`src/rtl/alu_pkg.sv`:
```
// Shared opcode encodings, flag bundle and opcode helpers for the ALU result stage.
package alu_pkg;

    typedef logic [2:0] opcode_t;

    localparam opcode_t OPCODE_ADD = 3'b000;
    localparam opcode_t OPCODE_SUB = 3'b001;
    localparam opcode_t OPCODE_AND = 3'b010;
    localparam opcode_t OPCODE_OR  = 3'b011;
    localparam opcode_t OPCODE_XOR = 3'b100;
    localparam opcode_t OPCODE_SLL = 3'b101;
    localparam opcode_t OPCODE_SRL = 3'b110;
    localparam opcode_t OPCODE_SRA = 3'b111;

    typedef struct packed {
        logic zero;
        logic neg;
        logic is_shift;
    } alu_flags_t;

    // Only the left shift is reported as a shift; SRL/SRA are deliberately excluded.
    function automatic logic is_shift_op(input opcode_t op);
        return op == OPCODE_SLL;
    endfunction

endpackage

```
`src/rtl/alu_skid_buf2.sv`:
```
// Two-entry FIFO skid buffer on a flat packed entry; entry visible one cycle after push.
// in_ready is a flop (low only while both entries are held), so out_ready never reaches in_ready.
module alu_skid_buf2 #(
    parameter int W = 8
) (
    input  logic         clk,
    input  logic         rst,
    input  logic         flush,
    input  logic         in_valid,
    output logic         in_ready,
    input  logic [W-1:0] in_data,
    output logic         out_valid,
    input  logic         out_ready,
    output logic [W-1:0] out_data
);

    logic [W-1:0] mem [2];
    logic         wr_ptr;
    logic         rd_ptr;
    logic [1:0]   count;
    logic [1:0]   count_next;
    logic         ready_q;
    logic         push;
    logic         pop;

    assign push      = in_valid & ready_q;
    assign pop       = out_valid & out_ready;
    assign out_valid = (count != 2'd0);
    assign in_ready  = ready_q;
    assign out_data  = mem[rd_ptr];

    always_comb begin
        count_next = count;
        if (flush) begin
            count_next = 2'd0;
        end else begin
            case ({push, pop})
                2'b10:   count_next = count + 2'd1;
                2'b01:   count_next = count - 2'd1;
                default: count_next = count;
            endcase
        end
    end

    always_ff @(posedge clk) begin
        if (rst) begin
            count   <= 2'd0;
            ready_q <= 1'b1;
            wr_ptr  <= 1'b0;
            rd_ptr  <= 1'b0;
            for (int i = 0; i < 2; i++) begin
                mem[i] <= '0;
            end
        end else begin
            count   <= count_next;
            ready_q <= (count_next < 2'd2);
            // A flush drops both the stored entries and any same-cycle push/pop.
            if (flush) begin
                wr_ptr <= 1'b0;
                rd_ptr <= 1'b0;
            end else begin
                if (push) begin
                    mem[wr_ptr] <= in_data;
                    wr_ptr      <= ~wr_ptr;
                end
                if (pop) begin
                    rd_ptr <= ~rd_ptr;
                end
            end
        end
    end

endmodule

```
`src/rtl/alu_result_stage.sv`:
```
// Registers ALU results with opcode/tag and push-time flags, hands them to writeback in order.
// One cycle push-to-output when empty; in_ready is registered via a 2-entry skid buffer.
module alu_result_stage
    import alu_pkg::*;
#(
    parameter int WIDTH = 32,
    parameter int TAG_W = 4,
    parameter int CNT_W = 16
) (
    input  logic             clk,
    input  logic             rst,
    input  logic             flush,
    input  logic             in_valid,
    output logic             in_ready,
    input  logic [WIDTH-1:0] in_result,
    input  logic [2:0]       in_opcode,
    input  logic [TAG_W-1:0] in_tag,
    output logic             out_valid,
    input  logic             out_ready,
    output logic [WIDTH-1:0] out_result,
    output logic [2:0]       out_opcode,
    output logic [TAG_W-1:0] out_tag,
    output logic             out_zero,
    output logic             out_neg,
    output logic             out_is_shift,
    output logic [CNT_W-1:0] retired_cnt
);

    typedef struct packed {
        logic [WIDTH-1:0] result;
        opcode_t          opcode;
        logic [TAG_W-1:0] tag;
        alu_flags_t       flags;
    } entry_t;

    localparam int ENTRY_W = $bits(entry_t);

    entry_t     in_entry;
    entry_t     head;
    logic [ENTRY_W-1:0] head_bits;
    logic       pop;

    always_comb begin
        in_entry                = '0;
        in_entry.result         = in_result;
        in_entry.opcode         = in_opcode;
        in_entry.tag            = in_tag;
        in_entry.flags.zero     = (in_result == '0);
        in_entry.flags.neg      = in_result[WIDTH-1];
        in_entry.flags.is_shift = is_shift_op(in_opcode);
    end

    alu_skid_buf2 #(
        .W (ENTRY_W)
    ) u_buf (
        .clk       (clk),
        .rst       (rst),
        .flush     (flush),
        .in_valid  (in_valid),
        .in_ready  (in_ready),
        .in_data   (in_entry),
        .out_valid (out_valid),
        .out_ready (out_ready),
        .out_data  (head_bits)
    );

    assign head         = entry_t'(head_bits);
    assign out_result   = head.result;
    assign out_opcode   = head.opcode;
    assign out_tag      = head.tag;
    assign out_zero     = head.flags.zero;
    assign out_neg      = head.flags.neg;
    assign out_is_shift = head.flags.is_shift;

    assign pop = out_valid & out_ready;

    // A handshake that coincides with flush still left the stage, so it is counted.
    always_ff @(posedge clk) begin
        if (rst) begin
            retired_cnt <= '0;
        end else if (pop && (retired_cnt != {CNT_W{1'b1}})) begin
            retired_cnt <= retired_cnt + 1'b1;
        end
    end

endmodule

```
`config.mk`:
```
export PLATFORM = sky130hd
export DESIGN_NAME = alu_result_stage
export DESIGN_NICKNAME = d
export VERILOG_FILES = /design/src/rtl/alu_pkg.sv /design/src/rtl/alu_skid_buf2.sv /design/src/rtl/alu_result_stage.sv
export SDC_FILE = /design/constraint.sdc
export NUM_CORES = 1
export LEC_CHECK = 0
export ABC_AREA = 1
export CAP_MARGIN = 30
export CORE_MARGIN = 8
export CORE_UTILIZATION = 40
export CTS_CLUSTER_DIAMETER = 40
export DETAILED_ROUTE_END_ITERATION = 10
export GPL_ROUTABILITY_DRIVEN = 0
export PLACE_DENSITY = 0.74
export SYNTH_ARGS = -nofsm -noshare
export SYNTH_HDL_FRONTEND = slang
export SYNTH_SLANG_ARGS = --single-unit
```
`constraint.sdc`:
```
create_clock -name clk -period 6.3 [get_ports clk]
set_clock_uncertainty 0.2 [all_clocks]
set_input_delay 0.945 -clock clk [delete_from_list [all_inputs] [get_ports clk]]
set_output_delay 0.945 -clock clk [all_outputs]
set_load 0.1 [all_outputs]
```
==> metrics.md, run 1 <==
| Metric | Value |
|---|---|
| RSZ-0062 raised after global routing | `false` |
| # DRC | `0` |
| Root buffer cell | `clkbuf_16` |
| P&R area growth vs syn | `31.6%` |
| Final Max Slew Viols | `0` |
| First DRT Iteration DRCs | `170` |
| Final ANT Viol Nets | `0` |
| Area fraction of the dominant cell type after synthesis | `0.520` |
| Status | `completed` |
| Final period utilization | `0.577` |
| Nets@finish | `approximately 600` |
| Cell taking the most area after synthesis | `edfxtp_1` |
| VDD IR max | `approximately 0.19 mV` |
| Largest net degree at the start of global routing | `43` |
| CTS-repair resized insts | `0` |
| CP startpoint kind | `flop` |
| Minimum clock period | `3630 ps` |
| Die Height | `approximately 120 um` |
| Cell Rows | `39` |
| DP Cell Count | `just under 700` |
| Vias/cell | `approximately 5.0` |
| Design Power | `1.59 mW` |
| Congestion Overflow GR | `0` |
| Combinational power share | `0.183` |
| Clock power share | `0.328` |
| Switching pwr | `469 uW` |
| Synth unique cells | `23` |
| Antenna Cells | `0` |
| Cell area after synthesis | `about 4700 um2` |
| Final setup TNS | `0 ps` |
| Drt first pass iters | `4` |
| Wirelength per Cell | `15.6 um` |
| Non-Filler Instances | `roughly 700` |
| # Post-CTS Setup Buffers | `0` |
| Power density over cell area | `255 nW/um2` |
| Reg clk slew, reported paths | `about 70 ps` |
| WHS | `254 ps` |
| Register share of total power | `0.488` |
| Worst slew pin tran | `slightly above 1000 ps` |
| CTS buffer count | `9` |
| CTS tree | `built` |
| Max Clock Freq | `between 200 and 300 MHz` |
| Leak | `around 2.5 nW` |
| Core area | `11,500 um2` |
| Hold WC Path Type | `reg2reg` |
| Worst Path Required | `5150 ps` |
| Clk sinks | `between 100 and 150` |
| Post-Syn Nets | `approximately 500` |
| Starting Density | `0.411` |
| Hold buffer count at CTS | `0` |
| Wirelength, routed | `11,000 um` |
| Global-route wire length before repair | `between 15,000 and 20,000 um` |
| Max cap viols | `0` |
| Largest cells by area after synthesis | `edfxtp_1, nor2_1, mux2_2, dfxtp_1, inv_1` |
| Cells after synthesis | `452` |
| Layout cells sized above 1 | `0.143` |
| CP Class | `reg2out` |
| Final instance area | `6240 um2` |
| Commonest non-fill, non-tap cell in the layout | `nor2_1` |
| Placed Area | `5960 um2` |
| Total global-route track usage | `0.142` |
| Die width | `between 100 and 150 um` |
| Initial antenna violation count | `0` |
| Number of global-route vias before repair | `~3,600` |
| WP data arrival | `between 2000 and 2500 ps` |
| Final hold vios | `0` |
| DR vias | `around 3,500` |
| Detailed-placement wirelength estimate | `between 7000 and 8000 um` |
| Worst skew pair latency | `between 300 and 400 ps` |
| IO Pins | `~100` |
| Maximum root-to-sink buffer count | `2` |
| Internal power | `around 1.1 mW` |
| Fillers | `between 1,000 and 1,500` |
| Switch share | `0.295` |
| Seq/Total Area, Yosys | `0.613` |
| H-tree depth | `3` |
| #FFs+latches synth | `roughly 100` |
| Slew headroom | `0.311` |
| Critical path endpoint category | `output pin` |
| Highest-count cells in the layout ignoring fill and taps | `nor2_1, clkdlybuf4s50_1, edfxtp_1` |
| Synth Area per Inst | `10.5 um2` |
| Die Area | `between 15,000 and 20,000 um2` |
| YS warnings | `0` |
| Setup violators final | `0` |
| Crit path max fanout | `31` |
| Port Buffer Count | `between 100 and 150` |
-- path summary, 6_finish.rpt --
path                                     start              to  slack, ps  cells after the start
worst max-delay path                      flop  out_result[18]       2670                      3
worst min-delay path              u_buf.rd_ptr            flop        250                      1
worst max register to register  u_buf.count[0]  u_buf.count[1]       4440                      8
worst min register to register    u_buf.rd_ptr            flop        250                      1
-- per-stage QoR --
step	utilization	setup slack (ps)
2_1_floorplan	-	3180
3_3_place_gp	0.512	2640
3_5_place_dp	0.517	3020
4_1_cts	0.542	2640
5_1_grt	0.542	2580
6_report	0.542	2670
-- cells by family after synthesis --
kind of cell | after synthesis | share of synthesized area
fa+ha+maj | 2 | 0.00528
xor+xnor | 2 | 0.00370
buf+inv | 74 | 0.0623
simple gates | 207 | 0.194
flops | 104 | 0.613
mux | 41 | 0.0974
compound gates | 22 | 0.0248
-- power by group through the flow --
| stage | registers (mW) | clock network [mW] | logic [mW] |
|---|---|---|---|
| finish | 0.777 | 0.523 | 0.292 |
| global placement | 0.794 | 0 | 0.286 |
| CTS | 0.778 | 0.537 | 0.294 |
| detailed placement | 0.793 | 0 | 0.294 |
| floorplan | 0.797 | 0 | 0.200 |
| global route | 0.780 | 0.561 | 0.305 |
-- sequential cells by signal, indices dropped and copies added, names as in the netlist, named ones only --
| name | count |
|---|---|
| u_buf.count | 2 |
| u_buf.rd_ptr | 1 |
| u_buf.wr_ptr | 1 |
| u_buf.in_ready | 1 |
| retired_cnt | 16 |
| u_buf.mem | 82 |
-- critical path, stage by stage, from the launching register on --
cell,delay (ps)
dfxtp_2,530
buf_12,250
mux2_2,380
clkdlybuf4s50_1,970
-- cells in the mapped netlist (all sizes together) --
library cell,instances
o21ai,10
dfxtp,22
mux2,41
inv,59
nand3,18
nor3,2
buf,10
a21oi,12
nand4,13
clkbuf,5
nand2,43
nor2,131
xor2,2
ha,2
edfxtp,82
-- per-layer routing --
layer / vias up / share of wire / GRT usage
met5: - / 0 / 0
met4: 0 / 0.014 / 0.0537
met3: 12 / 0.065 / 0.0402
met2: 113 / 0.49 / 0.245
met1: 1661 / 0.43 / 0.164
li1: 1702 / - / -
-- area by class of cell --
| type | instances | area, um2 | area share |
|---|---|---|---|
| flip-flops and latches | 104 | 2900 | 0.466 |
| well taps | 143 | 179 | 0.0287 |
| clock buffers | 9 | 225 | 0.0361 |
| multi-input cells | 274 | 1550 | 0.248 |
| repair buffers | 108 | 1110 | 0.177 |
| inverters | 59 | 221 | 0.0355 |
| clock inverters | 7 | 55.1 | 0.00883 |
Power figures use the tool's default switching activity.
==> inputs of run 2 (changes only) <==
==> constraint.sdc (replaced) <==
create_clock -name clk -period 3.4 [get_ports clk]
set_clock_uncertainty 0.2 [all_clocks]
set_input_delay 0.51 -clock clk [delete_from_list [all_inputs] [get_ports clk]]
set_output_delay 0.51 -clock clk [all_outputs]
set_load 0.1 [all_outputs]
==> run 2 against run 1 <==
  * Highest routed layer unchanged
  * Die area did not move
  * Largest cell class unchanged
  * Utilization fell by 1.5 points
  * Sequential share of layout area rose by 1.3 points
  * Critical path depth did not move
  * Cell count did not move
==> metrics.md, run 2 (synthesized netlist as in run 1, its figures left out) <==
| Metric | Value |
|---|---|
| Most used cell, CP | `buf_4` |
| Final hold vios | `0 (unchanged)` |
| Die Height | `125 um (unchanged)` |
| Nets@finish | `602 (unchanged)` |
| WL met3 | `815 um (+14%)` |
| Number of global-route vias before repair | `3,477 (-4.3%)` |
| Top reg by flops | `u_buf.mem` |
| Design Power | `2.96 mW (+86%)` |
| Cell Rows | `39 (unchanged)` |
| RSZ-0062 raised after global routing | `false` |
| Final Max Slew Viols | `0 (unchanged)` |
| Slew headroom | `0.634 (+0.323)` |
| Layout cells sized above 1 | `0.250 (+0.107)` |
| # Post-CTS Setup Buffers | `0 (unchanged)` |
| Max Clock Freq | `368 MHz` |
| Placed Area | `5770 um2 (-3.2%)` |
| Crit path max fanout | `26 (-16%)` |
| Hold WC Path Type | `reg2reg` |
| DP Worst Slack | `648 ps (-2370 ps)` |
| # DRC | `0 (unchanged)` |
| Finished Core Util | `0.527 (-0.0148)` |
| Setup violators final | `0 (unchanged)` |
| Vias/cell | `4.88 (-1.5%)` |
| IO Pins | `104 (unchanged)` |
| Global-route wire length before repair | `17,300 um (-4.3%)` |
| Total global-route track usage | `0.136 (-0.00649)` |
| Wirelength per Cell | `15.2 um (-2.6%)` |
| Final setup TNS | `0 ps (unchanged)` |
| Largest registers | `u_buf.mem: 82 flops, retired_cnt: 16 flops, u_buf.count: 2 flops` |
| M1 wire length | `4790 um (+0.17%)` |
| Root buffer cell | `clkbuf_16` |
| Worst slew pin tran | `549 ps (-481 ps)` |
| P&R area growth vs syn | `28.0%` |
| Worst Path Required | `2690 ps (-2460 ps)` |
| Critical path endpoint category | `output pin` |
| Final instance area | `6070 um2 (-2.7%)` |
| CTS tree | `built` |
| Maximum root-to-sink buffer count | `2 (unchanged)` |
| WL met2 | `5030 um (-6.1%)` |
| Minimum clock period | `2720 ps` |
| Core area | `11,500 um2 (unchanged)` |
| Max cap viols | `0 (unchanged)` |
| CP Class | `reg2out` |
| Status | `completed` |
| Largest net degree at the start of global routing | `43 (unchanged)` |
| Leak | `2.58 nW (+3.7%)` |
| DR vias | `3,436 (-1.5%)` |
| Detailed-placement wirelength estimate | `7450 um (-4.4%)` |
| CTS buffer count | `9 (unchanged)` |
| Final period utilization | `0.800` |
| WP data arrival | `2010 ps (-480 ps)` |
| Starting Density | `0.411 (unchanged)` |
| H-tree depth | `3 (unchanged)` |
| Wirelength, routed | `10,700 um (-2.6%)` |
| Final worst setup slack | `682 ps (-1980 ps)` |
| Clk sinks | `104 (unchanged)` |
| Power density over cell area | `489 nW/um2 (+91%)` |
| Antenna Cells | `0 (unchanged)` |
| Hold Crit Depth | `1 (unchanged)` |
| Commonest non-fill, non-tap cell in the layout | `nor2_1` |
| CTS-repair resized insts | `0 (unchanged)` |
| Die width | `125 um (unchanged)` |
| Peak per-stage delay on the critical path | `580 ps (-390 ps)` |
| Reg clk slew, reported paths | `70 ps (about the same)` |
| Port Buffer Count | `103 (unchanged)` |
| Die Area | `15,600 um2 (unchanged)` |
| Reg2Reg Depth | `8 (unchanged)` |
| Drt first pass iters | `4 (unchanged)` |
| Initial antenna violation count | `0 (unchanged)` |
| Top sig layer | `met4` |
| Congestion Overflow GR | `0 (unchanged)` |
| CP startpoint kind | `flop` |
| Crit-path cells | `buf_4, mux2_2, buf_4` |
| VDD IR max | `0.269 mV (+42%)` |
| Final ANT Viol Nets | `0 (unchanged)` |
| Hold buffer count at CTS | `0 (unchanged)` |
| Slowest CP cell | `dfxtp_2` |
| Highest-count cells in the layout ignoring fill and taps | `nor2_1, edfxtp_1, buf_4` |
| Worst skew pair latency | `340 ps (about the same)` |
| First DRT Iteration DRCs | `209 (+23%)` |
| Max FFs per register | `82 (unchanged)` |
[run 2: cell types whose count changed in the layout (fill, tap and decap cells not counted)]
| cell | previous run | this run |
|---|---|---|
| buf_4 | 2 | 65 |
| clkdlybuf4s50_1 | 103 | 43 |
| buf_12 | 3 | 0 |
| clkinv_8 | 0 | 2 |
| clkinvlp_4 | 2 | 0 |
| clkinv_4 | 1 | 0 |
| inv_6 | 3 | 4 |
[run 2: final timing paths]
check,slack [ps],end,startpoint
worst max-delay path,680,out_result[18],flop
worst min-delay path,260,flop,u_buf.rd_ptr
worst max register to register,1540,u_buf.count[1],u_buf.count[0]
worst min register to register,260,flop,u_buf.rd_ptr
[run 2: area by class of cell]
type,instances,area (um2)
flip-flops and latches,104,2900
well taps,143,179
clock inverters,7,72.6
multi-input cells,274,1550
clock buffers,9,225
repair buffers,108,918
inverters,59,221
fillers,1047,5450
[run 2: stage by stage]
stage / hold slack [ps] / std cells
finish: 259 / 704
global route: 280 / 704
CTS: 262 / 704
detailed placement: 240 / 688
global placement: 242 / 688
floorplan: 226 / 452
[run 2: routing by layer]
metal / vias up / global-route usage
met4: 0 / 0.0272
met2: 116 / 0.221
met1: 1609 / 0.170
li1: 1702 / -
met5: - / 0
met3: 9 / 0.0488
[run 2: worst max-delay path: cells and delay by family (launching register included)]
family                 cells  cell delay, ps
DFF                        1             580
muxes                      1             410
buffers and inverters      2             670
[run 2: report_power, final]
group          internal, mW  switching [mW]  total, mW
clock                 0.519           0.483       1.00
combinational         0.135           0.388      0.523
sequential             1.42          0.0165       1.44
==> inputs of run 3 (changes only) <==
--- a/config.mk
+++ b/config.mk
@@ -12,7 +12,7 @@
 export CTS_CLUSTER_DIAMETER = 40
 export DETAILED_ROUTE_END_ITERATION = 10
 export GPL_ROUTABILITY_DRIVEN = 0
-export PLACE_DENSITY = 0.74
+export PLACE_DENSITY = 0.76
 export SYNTH_ARGS = -nofsm -noshare
 export SYNTH_HDL_FRONTEND = slang
 export SYNTH_SLANG_ARGS = --single-unit
==> constraint.sdc (replaced) <==
create_clock -name clk -period 2.2 [get_ports clk]
set_clock_uncertainty 0.2 [all_clocks]
set_input_delay 0.33 -clock clk [delete_from_list [all_inputs] [get_ports clk]]
set_output_delay 0.33 -clock clk [all_outputs]
set_load 0.1 [all_outputs]
==> run 3 against run 2 <==
  * Sequential power is 55% higher
  * Combinational power increased by 93%
  * Count of clock-buffer cells in the layout stayed put
  * Final area is 12% higher
  * Clock power up 64%
  * Die area unchanged
  * Via count up 2.3%
  * Worst setup slack got worse by 570 ps
==> metrics.md, run 3 (synthesized netlist as in run 1, its figures left out) <==
| Metric | Value |
|---|---|
| Commonest non-fill, non-tap cell in the layout | `nor2_1` |
| Total global-route track usage | `0.148 (+0.0119)` |
| CTS-repair resized insts | `0 (unchanged)` |
| Cell Rows | `39 (unchanged)` |
| CTS tree | `built` |
| Slew headroom | `0.773 (+0.140)` |
| Critical path endpoint category | `output pin` |
| Minimum clock period | `about 2100 ps` |
| H-tree depth | `3 (unchanged)` |
| DP Worst Slack | `93.0 ps (-555 ps)` |
| Leak | `2.82 nW (+9.1%)` |
| Status | `completed` |
| Max Clock Freq | `480 MHz` |
| Final period utilization | `0.948` |
| DR vias | `3,516 (+2.3%)` |
| Drt first pass iters | `5 (+1)` |
| Most used cell, CP | `buf_12` |
| Slowest CP cell | `mux2_2` |
| Crit-path cells | `buf_12, mux2_2, buf_12` |
| First DRT Iteration DRCs | `289 (+38%)` |
| Die Area | `15,600 um2 (unchanged)` |
| Worst slew pin tran | `340 ps (-210 ps)` |
| Hold buffer count at CTS | `0 (unchanged)` |
| Die Height | `125 um (unchanged)` |
| Nets@finish | `609 (+1.2%)` |
| Setup violators final | `0 (unchanged)` |
| Final Max Slew Viols | `0 (unchanged)` |
| Max FFs per register | `82 (unchanged)` |
| Largest net degree at the start of global routing | `43 (unchanged)` |
| Clk sinks | `104 (unchanged)` |
| Detailed-placement wirelength estimate | `8310 um (+11%)` |
| Antenna Cells | `0 (unchanged)` |
| Wirelength per Cell | `15.8 um (+3.8%)` |
| Root buffer cell | `clkbuf_16` |
| Wirelength, routed | `11,200 um (+4.9%)` |
| Core area | `11,500 um2 (unchanged)` |
| Max cap viols | `0 (unchanged)` |
| Vias/cell | `4.95 (+1.3%)` |
| CP bufs+invs | `2 (unchanged)` |
| VDD IR max | `0.358 mV (+33%)` |
| CP top delay family | `multiplexers` |
| CP startpoint kind | `flop` |
| Final ANT Viol Nets | `0 (unchanged)` |
| Hold WC Path Type | `reg2reg` |
| Global-route wire length before repair | `18,600 um (+7.8%)` |
| Crit path max fanout | `41 (+58%)` |
| Final setup TNS | `0 ps (unchanged)` |
| Initial antenna violation count | `0 (unchanged)` |
| Worst skew pair latency | `340 ps (about the same)` |
| Layout cells sized above 1 | `0.266 (+0.0163)` |
| Final hold vios | `0 (unchanged)` |
| Largest registers | `u_buf.mem: 82 flops, retired_cnt: 16 flops, u_buf.count: 2 flops` |
| Top reg by flops | `u_buf.mem` |
| WP data arrival | `1550 ps (-460 ps)` |
| Starting Density | `0.411 (unchanged)` |
| Maximum root-to-sink buffer count | `2 (unchanged)` |
| Reg clk slew, reported paths | `70 ps (about the same)` |
| Worst Path Required | `1670 ps (-1020 ps)` |
| # Post-CTS Setup Buffers | `0 (unchanged)` |
| IO Pins | `104 (unchanged)` |
| Congestion Overflow GR | `0 (unchanged)` |
| CP Class | `reg2out` |
| RSZ-0062 raised after global routing | `false` |
| P&R area growth vs syn | `42.8%` |
| Power density over cell area | `721 nW/um2 (+48%)` |
| Port Buffer Count | `103 (unchanged)` |
| Peak per-stage delay on the critical path | `430 ps (-150 ps)` |
| Highest-count cells in the layout ignoring fill and taps | `nor2_1, edfxtp_1, inv_1` |
| Number of global-route vias before repair | `3,672 (+5.6%)` |
| Final worst setup slack | `115 ps (-566 ps)` |
| CTS buffer count | `9 (unchanged)` |
| # DRC | `0 (unchanged)` |
| Die width | `125 um (unchanged)` |
run 3: cell types whose count changed in the layout (fill, tap and decap cells not counted), sizes merged:
cell,delta
inv,-2
bufinv,+1
clkinvlp,+1
buf,+7
run 3: worst paths after layout:
check,start,end,slack (ps),depth (start not counted)
min reg2reg,u_buf.rd_ptr,u_buf.rd_ptr,260,1
max,flop,out_neg,120,3
max reg2reg,u_buf.count[0],u_buf.count[1],430,8
min,u_buf.rd_ptr,u_buf.rd_ptr,260,1
run 3: cell type report:
cell class	count	area [um2]
timing repair buffer	115	1580
sequential	104	2910
tap	143	179
clock buffer	9	225
fill	937	4750
inverter	59	221
clock inverter	7	91.3
multi-input combinational	274	1560
run 3: metrics by stage:
step / utilization / hold WS (ps) / power, mW / cell area (um2) / std cells
finish: 0.587 / 257 / 4.88 / 6770 / 711
detailed placement: 0.560 / 245 / 3.28 / 6450 / 695
floorplan: - / 192 / 2.86 / 4760 / 452
CTS: 0.587 / 258 / 4.91 / 6770 / 711
global route: 0.587 / 295 / 5.03 / 6770 / 711
global placement: 0.560 / 227 / 3.27 / 6450 / 695
run 3: layer usage:
metal	share of wire	up-vias	routed length (um)	track usage
li1	-	1716	-	-
met1	0.42	1680	4730	0.170
met2	0.50	109	5630	0.255
met3	0.066	11	743	0.0445
met4	0.012	0	132	0.0494
met5	0	-	0	0
run 3: where the power goes:
group | internal [mW] | leakage [nW] | switching (mW)
clock network | 0.908 | 0.151 | 0.737
logic | 0.370 | 1.63 | 0.639
registers | 2.20 | 1.04 | 0.0256
==> RTL change 1: new RTL, settings of run 2 <==
Register the output `retired_cnt` once more; this adds one clock of latency there. The other outputs are not delayed to match.
--- a/src/rtl/alu_result_stage.sv
+++ b/src/rtl/alu_result_stage.sv
@@ -36,2 +36,4 @@
     localparam int ENTRY_W = $bits(entry_t);
+
+    logic [CNT_W-1:0] retired_cnt_s0;
 
@@ -79,6 +81,10 @@
         if (rst) begin
-            retired_cnt <= '0;
-        end else if (pop && (retired_cnt != {CNT_W{1'b1}})) begin
-            retired_cnt <= retired_cnt + 1'b1;
+            retired_cnt_s0 <= '0;
+        end else if (pop && (retired_cnt_s0 != {CNT_W{1'b1}})) begin
+            retired_cnt_s0 <= retired_cnt_s0 + 1'b1;
         end
+    end
+
+    always_ff @(posedge clk) begin
+        retired_cnt <= retired_cnt_s0;
     end
Formal check against the unedited RTL: not equivalent (Yosys sat finds a counterexample within 4 cycles, from zero or initial values and one cycle with rst high).
==> RTL change 1 against run 2 <==
Synthesized cell count increased by 8.4%; clock power increased by 85%; total power increased by 35%; synthesized area increased by 8.4%; final area increased by 13%; fmax decreased by 5.1%; critical endpoint unchanged; sequential cell count increased by 16; register-to-register slack improved by 0.06 ns; sequential share of layout area decreased by 0.67 points; routed wire length increased by 13%; setup slack got worse by 0.14 ns; largest power group is now the clock network; non-clock buffer count increased by 2.
==> RTL change 1: results (changes against run 2) <==
set qor(wl_per_cell_microns) 15.4 ;# was 15.2 microns
set qor(leakagePower_nw) 2.92 ;# was 2.58 nW
set qor(global_route_wire_length_before_repair_microns) 19100 ;# was 17300 microns
set qor(drt-pass1-iter-count) 5 ;# was 4
set qor(place_area_sq_um) 6210 ;# was 5770 sq um
set qor(timing.hold.worst_path_depth) 0 ;# was 1
set qor(min-delay-start) {retired_cnt_s0[15]$_SDFFE_PP0P_} ;# was u_buf.rd_ptr$_SDFFE_PP0P_
set qor(critical_path.top_delay_family) {flip-flops} ;# was buffers and inverters
set qor(layout.cells.non_filler) 788 ;# was 704
set qor(reg2reg_to) {u_buf.in_ready$_SDFF_PP1_} ;# was u_buf.count[1]$_SDFF_PP0_
set qor(worstSkewPairLatency_ns) 0.40 ;# was 0.34 ns
set qor(cts_inserted_buffers) 17 ;# was 9
set qor(layout.core_utilization_pct) 54.3 ;# was 52.7%
set qor(synthDistinctLibCells) 24 ;# was 23
set qor(slew_limit_headroom_pct) 35.0 ;# was 63.4%
set qor(cts_max_level) 4 ;# was 3
set qor(first_global_vias) 3927 ;# was 3477
set qor(seq_area_frac_synth_pct) 62.8 ;# was 61.3%
set qor(post_route_cells_drive_above_1_share_pct) 26.0 ;# was 25.0%
set qor(dpl_worst_slack_ns) 0.840 ;# was 0.648 ns
set qor(nNetsFinal) 649 ;# was 602
set qor(synth_cells) 490 ;# was 452
set qor(rrSetupSlack_ns) 1.60 ;# was 1.54 ns
set qor(numPlacedInstances) 756 ;# was 688
set qor(clk_pin_slew_worst_paths_ns) 0.05 ;# was 0.07 ns
set qor(place_hpwl_microns) 8020 ;# was 7450 microns
set qor(hold_ws_ns) 0.182 ;# was 0.259 ns
set qor(track_usage_pct) 14.7 ;# was 13.6%
set qor(m1WireLength_microns) 5110 ;# was 4790 microns
set qor(reg_top3) {u_buf.mem (82), retired_cnt (16), retired_cnt_s0 (16)} ;# was u_buf.mem (82), retired_cnt (16), u_buf.count (2)
set qor(worstRegToRegCells) 9 ;# was 8
set qor(outcome) {finished clean} ;# unchanged
-- RTL change 1: metal layers --
layer / track usage, % / vias to the layer above
met1: 16.6 / 1821
met2: 25.5 / 130
met5: 0 / -
li1: - / 1837
met4: 4.70 / 0
met3: 5.26 / 14
-- RTL change 1: logic make-up after synthesis --
group / synth area share, %
buffers and inverters: 6.31
AND/OR/NAND/NOR: 19.9
adder cells (fa/ha/maj): 0.487
AO/OA/AOI/OAI: 1.56
multiplexers: 8.99
flip-flops: 62.8
-- RTL change 1: layout make-up --
type | instances | share of cell area, %
Sequential cell | 120 | 47.2
Clock inverter | 15 | 2.84
Multi-Input combinational cell | 290 | 23.3
Clock buffer | 17 | 6.23
Timing Repair Buffer | 110 | 13.7
Inverter | 64 | 3.52
Tap cell | 172 | 3.15
-- RTL change 1: power breakdown --
part           total, mW  switching [mW]  internal, mW
logic              0.521           0.386         0.134
registers           1.63          0.0201          1.61
clock network       1.85           0.681          1.17
==> RTL change 2: new RTL, config.mk and constraints of run 2 <==
Made on the original files. `CNT_W`: 16 -> 32.
--- a/src/rtl/alu_result_stage.sv
+++ b/src/rtl/alu_result_stage.sv
@@ -7,3 +7,3 @@
     parameter int TAG_W = 4,
-    parameter int CNT_W = 16
+    parameter int CNT_W = 32
 ) (
Ports: changed (resized retired_cnt); port bits go from 104 to 120. No check against the original RTL was run, so the function may have changed too.
==> RTL change 2 against run 2 <==
Setup slack gained 0.029 ns; synthesized area grew 21%; hold slack better by 0.0087 ns; sequential cell count up 16; final area grew 24%; count of clock-buffer cells in the layout up 10; routed wire length rose by 36%; global-route usage is 2.6 points higher; fmax rose by 1.1%; total power rose by 38%; largest power group is now the clock network; highest routed layer unchanged.
==> RTL change 2: results (changes against run 2) <==
set qor(global_route_wire_length_before_repair_microns) 23300 ;# was 17300 microns
set qor(clk_pin_slew_worst_paths_ns) 0.05 ;# was 0.07 ns
set qor(grt_start_max_net_pins) 43 ;# unchanged
set qor(critical-path-max-stage-delay_ns) 0.64 ;# was 0.58 ns
set qor(track_usage_pct) 16.1 ;# was 13.6%
set qor(postSynth.asyncResetShare_pct) 0 ;# unchanged
set qor(cts_inserted_buffers) 17 ;# was 9
set qor(critical_path.max_fanout) 20 ;# was 26
set qor(largest_reg_flops) 82 ;# unchanged
set qor(number_of_enable_flip_flop_cells_after_synthesis) 82 ;# unchanged
set qor(antenna_found_initial) 0 ;# unchanged
set qor(first_global_vias) 4710 ;# was 3477
set qor(outcome) {finished clean} ;# unchanged
set qor(fillers) 1216 ;# was 1047
set qor(number_of_warnings_issued_by_yosys) 0 ;# unchanged
set qor(layout.cells.non_filler) 932 ;# was 704
set qor(nNetsFinal) 785 ;# was 602
set qor(drt_iter0_drc) 354 ;# was 209
set qor(buffer_ports.inserted) 119 ;# was 103
set qor(most_frequent_cells_after_synthesis) {nor2_1, nand2_1, edfxtp_1} ;# was nor2_1, edfxtp_1, inv_1
set qor(place_hpwl_microns) 10400 ;# was 7450 microns
set qor(critical_path.top_delay_family) {flip-flops} ;# was buffers and inverters
set qor(max-vdd-ir-drop_v) 0.000275 ;# was 0.000269 V
set qor(kind_of_path_behind_the_tightest_hold_check) {flop to flop} ;# unchanged
set qor(critPathArrivalTime_ns) 1.98 ;# was 2.01 ns
set qor(critical_path.slowest_cell) {dfxtp_2} ;# unchanged
set qor(viasPerCell) 4.99 ;# was 4.88
set qor(synth_area_leaders) {edfxtp_1, dfxtp_1, nor2_1, mux2_2, nand2_1} ;# was edfxtp_1, nor2_1, mux2_2, dfxtp_1, inv_1
set qor(leakagePower_nw) 3.14 ;# was 2.58 nW
set qor(postRouteWirelength_microns) 14600 ;# was 10700 microns
set qor(post_route_cells_drive_above_1_share_pct) 24.1 ;# was 25.0%
set qor(cts_root_buffer) {clkbuf_16} ;# unchanged
set qor(drt-pass1-iter-count) 7 ;# was 4
set qor(antennaDiodeCount) 0 ;# unchanged
set qor(seq_area_frac_synth_pct) 56.3 ;# was 61.3%
set qor(slew_limit_headroom_pct) 63.0 ;# was 63.4%
set qor(synthDistinctLibCells) 27 ;# was 23
set qor(worstSkewPairLatency_ns) 0.41 ;# was 0.34 ns
set qor(grt_overflow_total) 0 ;# unchanged
set qor(post-cts-setup-buffer-count) 0 ;# unchanged
set qor(cts.path.max_buffers) 2 ;# unchanged
set qor(numPlacedInstances) 900 ;# was 688
set qor(avgSynthCellArea_sq_um) 9.29 ;# was 10.5 sq um
set qor(post_cts_resize_count) 0 ;# unchanged
set qor(place_area_sq_um) 6890 ;# was 5770 sq um
set qor(cts_max_level) 4 ;# was 3
set qor(postSynthNetCount) 662 ;# was 498
set qor(reg_top3) {u_buf.mem (82), retired_cnt (32), u_buf.count (2)} ;# was u_buf.mem (82), retired_cnt (16), u_buf.count (2)
==> RTL change 2: cell count changes after synthesis, moves of 4 or more <==
cell	run 2	this run
nand2_1	39	91
a31oi_1	0	4
dfxtp_1	22	38
nor2_2	0	8
nand3_1	17	35
inv_1	59	68
buf_2	8	4
clkbuf_1	5	12
a21oi_1	12	19
nand4_1	12	18
nor2_1	124	158
==> RTL change 2: where the power goes <==
part           internal, mW  total (mW)  switching (mW)
sequential             1.61        1.63          0.0175
clock                  1.29        1.92           0.625
combinational         0.135       0.526           0.391
total                  3.04        4.08            1.03
==> RTL change 2: through the flow <==
stage,hold WS (ns),setup slack [ns]
5_1_grt,0.277,0.636
3_5_place_dp,0.254,0.780
6_report,0.268,0.710
4_1_cts,0.264,0.676
3_3_place_gp,0.238,0.808
2_1_floorplan,0.226,0.282
==> RTL change 2: cells by family (layout without fill, tap and decap cells) <==
family / count (synthesis) / count (layout) / synth area share, %
xor gates and xnor gates: 1 / 1 / 0.153
AOI/OAI and AO/OA: 30 / 30 / 2.91
DFF: 120 / 120 / 56.3
and+or+nand+nor: 332 / 332 / 25.5
adders and majority gates: 2 / 2 / 0.437
muxes: 41 / 41 / 8.07
buffers and inverters: 90 / 226 / 6.58
==> RTL change 2: worst paths after layout <==
| check | startpoint | end | slack [ns] | depth (start not counted) |
|---|---|---|---|---|
| max | flop | out_neg | 0.71 | 3 |
| min reg2reg | u_buf.rd_ptr$_SDFFE_PP0P_ | flop | 0.27 | 1 |
| max reg2reg | retired_cnt[0]$_SDFFE_PP0P_ | retired_cnt[31]$_SDFFE_PP0P_ | 1.34 | 10 |
| min | u_buf.rd_ptr$_SDFFE_PP0P_ | flop | 0.27 | 1 |
==> RTL change 2: metal layers <==
metal | up-vias | global-route usage [%] | routed length (microns)
li1 | 2275 | - | -
met1 | 2163 | 18.5 | 5960
met2 | 192 | 26.6 | 6940
met3 | 24 | 5.64 | 1400
met4 | 0 | 6.97 | 282
met5 | - | 0 | 0
==> RTL change 2: layout make-up <==
type                    instances  area [sq um]  share of cell area, %
flip-flops and latches        120          3220                   42.9
multi-input cells             406          2130                   28.3
repair buffers                126          1050                   14.0
clock buffers                  19           433                   5.76
inverters                      68           255                   3.39
well taps                     180           225                   2.99
clock inverters                13           203                   2.69
==> RTL change 2: worst reg2reg max path, delay by kind of cell (launching register included) <==
kind                     cells  cell delay (ns)
adder cells (fa/ha/maj)      1             0.26
buffers and inverters        1             0.09
flip-flops                   1             0.44
AND/OR/NAND/NOR              8             0.98
